$ cat config.mk
export PLATFORM = sky130hd
export DESIGN_NAME = pattern_serializer_101
export DESIGN_NICKNAME = d
export VERILOG_FILES = /design/src/rtl/pattern_serializer_101_pkg.sv /design/src/rtl/pattern_serializer_101_match101_tracker.sv /design/src/rtl/pattern_serializer_101.sv
export SDC_FILE = /design/constraint.sdc
export NUM_CORES = 1
export LEC_CHECK = 0
export BUFFER_PORTS_ARGS = -buffer_cell sky130_fd_sc_hd__buf_2
export CORE_MARGIN = 2
export CORE_UTILIZATION = 35
export CTS_CLUSTER_DIAMETER = 30
export DETAILED_ROUTE_END_ITERATION = 7
export PLACE_DENSITY = 0.57
export SYNTH_ARGS = -nofsm -noshare
export SYNTH_HDL_FRONTEND = slang
export SYNTH_HIERARCHICAL = 1
export SYNTH_SLANG_ARGS = --single-unit
$ cat constraint.sdc
create_clock -name clk -period 2.25 [get_ports clk]
set_clock_uncertainty 0.05 [all_clocks]
set_input_delay 0 -clock clk [delete_from_list [all_inputs] [get_ports clk]]
set_output_delay 0 -clock clk [all_outputs]
set_load 0.02 [all_outputs]
$ cat src/rtl/pattern_serializer_101_pkg.sv
// Shared definitions for the pattern serializer and any bench or detector that
// consumes its serial stream.
package pattern_serializer_101_pkg;
   localparam int unsigned DEFAULT_WIDTH = 8;
   localparam int unsigned CNT_W         = 5;

   typedef enum logic [1:0] {
      ST_IDLE  = 2'd0,
      ST_SHIFT = 2'd1,
      ST_DONE  = 2'd2
   } state_e;
endpackage

$ cat src/rtl/pattern_serializer_101_match101_tracker.sv
// Counts overlapping "101" occurrences in the bits emitted within one frame.
// History is cleared on clr so that matches never span two frames.
module match101_tracker
   import pattern_serializer_101_pkg::*;
(
   input  logic             clk_i,
   input  logic             rst_i,
   input  logic             clr_i,
   input  logic             en_i,
   input  logic             bit_i,
   output logic [CNT_W-1:0] count_o
);

   logic [1:0]       hist_q, hist_d;
   logic [CNT_W-1:0] cnt_q, cnt_d;
   logic [1:0]       hist_base_s;
   logic [CNT_W-1:0] cnt_base_s;

   // clr and en may coincide: the first bit of a frame lands on a fresh history
   always_comb begin
      hist_base_s = clr_i ? 2'b00 : hist_q;
      cnt_base_s  = clr_i ? {CNT_W{1'b0}} : cnt_q;
      hist_d      = hist_base_s;
      cnt_d       = cnt_base_s;
      if (en_i) begin
         hist_d = {hist_base_s[0], bit_i};
         if ((hist_base_s == 2'b10) && bit_i) begin
            cnt_d = cnt_base_s + {{(CNT_W-1){1'b0}}, 1'b1};
         end else begin
            cnt_d = cnt_base_s;
         end
      end else begin
         hist_d = hist_base_s;
      end
   end

   always_ff @(posedge clk_i) begin
      if (rst_i) begin
         hist_q <= 2'b00;
         cnt_q  <= {CNT_W{1'b0}};
      end else begin
         hist_q <= hist_d;
         cnt_q  <= cnt_d;
      end
   end

   assign count_o = cnt_q;

endmodule

$ cat src/rtl/pattern_serializer_101.sv
// Serializes a WIDTH-bit word MSB first on a registered bit stream and predicts
// how many overlapping "101" patterns a downstream detector will see.
module pattern_serializer_101
   import pattern_serializer_101_pkg::*;
#(
   parameter int unsigned WIDTH = DEFAULT_WIDTH
) (
   input  logic             clk,
   input  logic             rst,
   input  logic             load,
   input  logic [WIDTH-1:0] din,
   output logic             x,
   output logic             bit_valid,
   output logic             busy,
   output logic             done,
   output logic [CNT_W-1:0] exp_cnt
);

   state_e           state_q, state_d;
   logic [WIDTH-1:0] shreg_q, shreg_d;
   logic [4:0]       bitcnt_q, bitcnt_d;
   logic             x_q, x_d;
   logic             bv_q, bv_d;
   logic             busy_q, busy_d;
   logic             done_q, done_d;
   logic             trk_clr_s, trk_en_s, trk_bit_s;

   always_comb begin
      state_d   = state_q;
      shreg_d   = shreg_q;
      bitcnt_d  = bitcnt_q;
      x_d       = 1'b0;
      bv_d      = 1'b0;
      busy_d    = 1'b0;
      done_d    = 1'b0;
      trk_clr_s = 1'b0;
      trk_en_s  = 1'b0;
      trk_bit_s = 1'b0;
      case (state_q)
         ST_IDLE: begin
            if (load) begin
               x_d       = din[WIDTH-1];
               bv_d      = 1'b1;
               busy_d    = 1'b1;
               shreg_d   = {din[WIDTH-2:0], 1'b0};
               bitcnt_d  = 5'(WIDTH - 1);
               trk_clr_s = 1'b1;
               trk_en_s  = 1'b1;
               trk_bit_s = din[WIDTH-1];
               state_d   = ST_SHIFT;
            end else begin
               state_d = ST_IDLE;
            end
         end
         ST_SHIFT: begin
            busy_d = 1'b1;
            if (bitcnt_q != 5'd0) begin
               x_d       = shreg_q[WIDTH-1];
               bv_d      = 1'b1;
               shreg_d   = {shreg_q[WIDTH-2:0], 1'b0};
               bitcnt_d  = bitcnt_q - 5'd1;
               trk_en_s  = 1'b1;
               trk_bit_s = shreg_q[WIDTH-1];
            end else begin
               done_d  = 1'b1;
               state_d = ST_DONE;
            end
         end
         ST_DONE: begin
            state_d = ST_IDLE;
         end
         default: begin
            state_d = ST_IDLE;
         end
      endcase
   end

   always_ff @(posedge clk) begin
      if (rst) begin
         state_q  <= ST_IDLE;
         shreg_q  <= {WIDTH{1'b0}};
         bitcnt_q <= 5'd0;
         x_q      <= 1'b0;
         bv_q     <= 1'b0;
         busy_q   <= 1'b0;
         done_q   <= 1'b0;
      end else begin
         state_q  <= state_d;
         shreg_q  <= shreg_d;
         bitcnt_q <= bitcnt_d;
         x_q      <= x_d;
         bv_q     <= bv_d;
         busy_q   <= busy_d;
         done_q   <= done_d;
      end
   end

   match101_tracker u_tracker (
      .clk_i   (clk),
      .rst_i   (rst),
      .clr_i   (trk_clr_s),
      .en_i    (trk_en_s),
      .bit_i   (trk_bit_s),
      .count_o (exp_cnt)
   );

   assign x         = x_q;
   assign bit_valid = bv_q;
   assign busy      = busy_q;
   assign done      = done_q;

endmodule

==> flow_metrics.py <==
metrics = {
    "outcome": {
        "status": "completed",
    },
    "cts": {
        "numCtsBuffers": 3,
        "clk_pin_slew_ns": 0.14,
        "insertion_delay_ns": 0.32,
        "htreeDepth": 1,
        "tritoncts": "done",
        "clock_sinks": 25,
        "cts_buffer_depth": 2,
        "root_buffer": "clkbuf_4",
    },
    "synthesis": {
        "yosysWarnings": 6,
        "synth.cell_area_sq_um": 1150,
        "async_reset_ff_frac": 0,
        "yosysUniqueCellTypes": 36,
        "synth-seq-area-share": 0.4353,
        "synth_edf_count": 0,
        "ys_seq_elements": 25,
        "synth_nets": 136,
        "synthFlopType": "dfxtp_1",
        "synthCells": 123,
        "avgSynthCellArea_sq_um": 9.348,
    },
    "route": {
        "ant_nets": 0,
        "drc": 0,
        "wl_um": 2375,
        "vias": 1005,
        "avgRoutedWirePerCell_um": 12.24,
        "via_per_inst": 5.180,
        "firstDrtPassIters": 4,
        "drt_iter0_markers": 46,
    },
    "min_path": {
        "worstHoldPathType": "in -> reg",
        "hold_depth": 2,
    },
    "cells_and_area": {
        "mostFrequentLayoutCell": "dfxtp_1",
        "layout-drive-gt1-share": 0.2400,
        "layout_common_cells": "dfxtp_1, buf_2, nand2_1, nor2_1, dlygate4sd3_1",
        "diodes": 0,
        "nets": 164,
        "area_growth_pct": 21.55,
        "fin_util": 0.4541,
    },
    "placed_design": {
        "dp_hpwl_um": 1626,
        "pre_cts_ws_ns": 0.2089,
        "portBuffers": 19,
        "gp_congestion": 0.7199,
    },
    "worst_setup_path": {
        "max_stage_delay_ns": 0.50,
        "path_cells": "inv_1 -> ha_1 -> or4b_4 -> a32o_1 -> nand4b_4 -> mux2i_1 -> nor2_1",
        "crit_type": "reg -> reg",
        "required_ns": 2.44,
        "arrival_ns": 2.18,
        "setup.worst_path.start_class": "flop",
        "slowest_stage": "or4b_4",
        "rr_worst_depth": 7,
        "end_kind": "flop",
        "path_max_fanout": 8,
    },
    "timing": {
        "max_clock_freq_mhz": 500.9,
        "slew_headroom": 0.7395,
        "tightest_slew_ns": 0.3908,
        "rsz0062_at_grt": "no",
        "tns_ns": 0,
        "report.final.hold_viol_count": 0,
        "hold_ws_ns": 0.02044,
        "fin_crit_sh": 0.8873,
        "period_minus_slack_ns": 1.997,
        "setup_violations": 0,
        "drv_slew": 0,
        "fin_ws_ns": 0.2535,
    },
    "die": {
        "pin_count": 20,
        "die-area_sq_um": 3760,
        "rows": 20,
        "die_height_um": 61.32,
        "fp.dieW_um": 61.32,
        "initial_core_util": 0.3736,
        "core_area_sq_um": 3078,
    },
    "pwr": {
        "p_leak_nw": 0.6050,
        "peakVddDrop_v": 0.0003248,
        "power_density_nw_per_um2": 692.6,
    },
    "global_routing": {
        "grtUsageTotal": 0.1494,
        "globalRouteOverflowTotal": 0,
        "grt_max_degree": 19,
        "grt_pass1_wl_um": 4174,
        "antenna_found_initial": 0,
        "grt_pass1_vias": 909,
    },
    "flow_run": {
        "timing.max_cap.violations": 0,
    },
}
worst max-delay path, delay by kind of cell (launching register included):
family | cells | cell delay, ns
buf+inv | 1 | 0.06
flops | 1 | 0.36
compound gates | 1 | 0.34
fa+ha+maj | 1 | 0.21
simple gates | 3 | 0.70
mux | 1 | 0.19
area by class of cell:
cell class	count	area [sq um]
multi-input combinational	84	588.1
inverter	6	22.52
timing repair buffer	31	205.2
tap	44	55.05
clock buffer	4	26.28
fill	314	1680
sequential	25	500.5
report_power, final:
part           leakage [nW]  internal (mW)  switching, mW
sequential            0.205          0.482         0.0270
clock                0.0150         0.0695          0.137
combinational         0.385          0.109          0.143
metal layers:
layer,share of wire,wire length [um],global-route usage,vias to the layer above
li1,-,-,-,500
met1,0.46,1100,0.1972,479
met2,0.49,1170,0.2447,22
met3,0.034,80,0.02521,4
met4,0.0097,23,0.05590,0
met5,0,0,0,-
cells in the mapped netlist, types with 2 or more instances:
cell	instances	area (sq um)
a31oi_1	2	12.51
a311oi_2	6	90.09
nor2_1	9	33.78
nand3_1	2	10.01
o211a_1	2	20.02
o21ai_0	4	20.02
dfxtp_1	25	500.5
clkbuf_1	5	18.77
a21oi_1	4	20.02
nand2_1	14	52.55
nor4_1	2	12.51
nor3_1	2	10.01
mux2i_1	2	20.02
ha_1	2	25.02
a211oi_1	7	52.55
nor2b_1	4	25.02
and2_1	4	25.02
buf_2	2	10.01
inv_1	6	22.52
or3_1	3	18.77
worst paths after layout:
| kind | startpoint | endpoint | slack, ns |
|---|---|---|---|
| worst max register to register | bitcnt_q[0] | u_tracker/count_o[1] | 0.25 |
| worst min register to register | u_tracker/count_o[4] | u_tracker/count_o[4] | 0.44 |
| worst max-delay path | bitcnt_q[0] | u_tracker/count_o[1] | 0.25 |
| worst min-delay path | rst | u_tracker/hist_q[0] | 0.02 |
cell families (layout without fill, tap and decap cells):
logic type	count (synthesis)	count (layout)	share of synthesized area
AO/OA/AOI/OAI	32	32	0.2383
XOR/XNOR	1	1	0.007618
adder cells (fa/ha/maj)	2	2	0.02176
buffers and inverters	14	41	0.05441
flip-flops	25	25	0.4353
multiplexers	2	2	0.01741
AND/OR/NAND/NOR	47	47	0.2252
what timing repair did:
item	in CTS	in global routing
hold endpoints to repair	8	0
gates resized for setup	0	1
buffers inserted	0	0
hold buffers	8	0
setup endpoints to repair	0	2
state kept, by name, indices dropped and copies added, names as in the netlist:
name,cells
bit_valid,1
bitcnt_q,5
u_tracker/count_o,5
x,1
done,1
shreg_q,7
u_tracker/hist_q,2
state_q,2
busy,1
through the flow:
step,total power [mW],area (sq um),cells
5_1_grt,1.032,1398,194
4_1_cts,0.9692,1396,194
3_5_place_dp,0.7593,1290,182
3_3_place_gp,0.7509,1290,182
2_1_floorplan,0.6984,1150,123
6_report,0.9679,1398,194
Note: power is estimated with default switching activity, not from simulation.
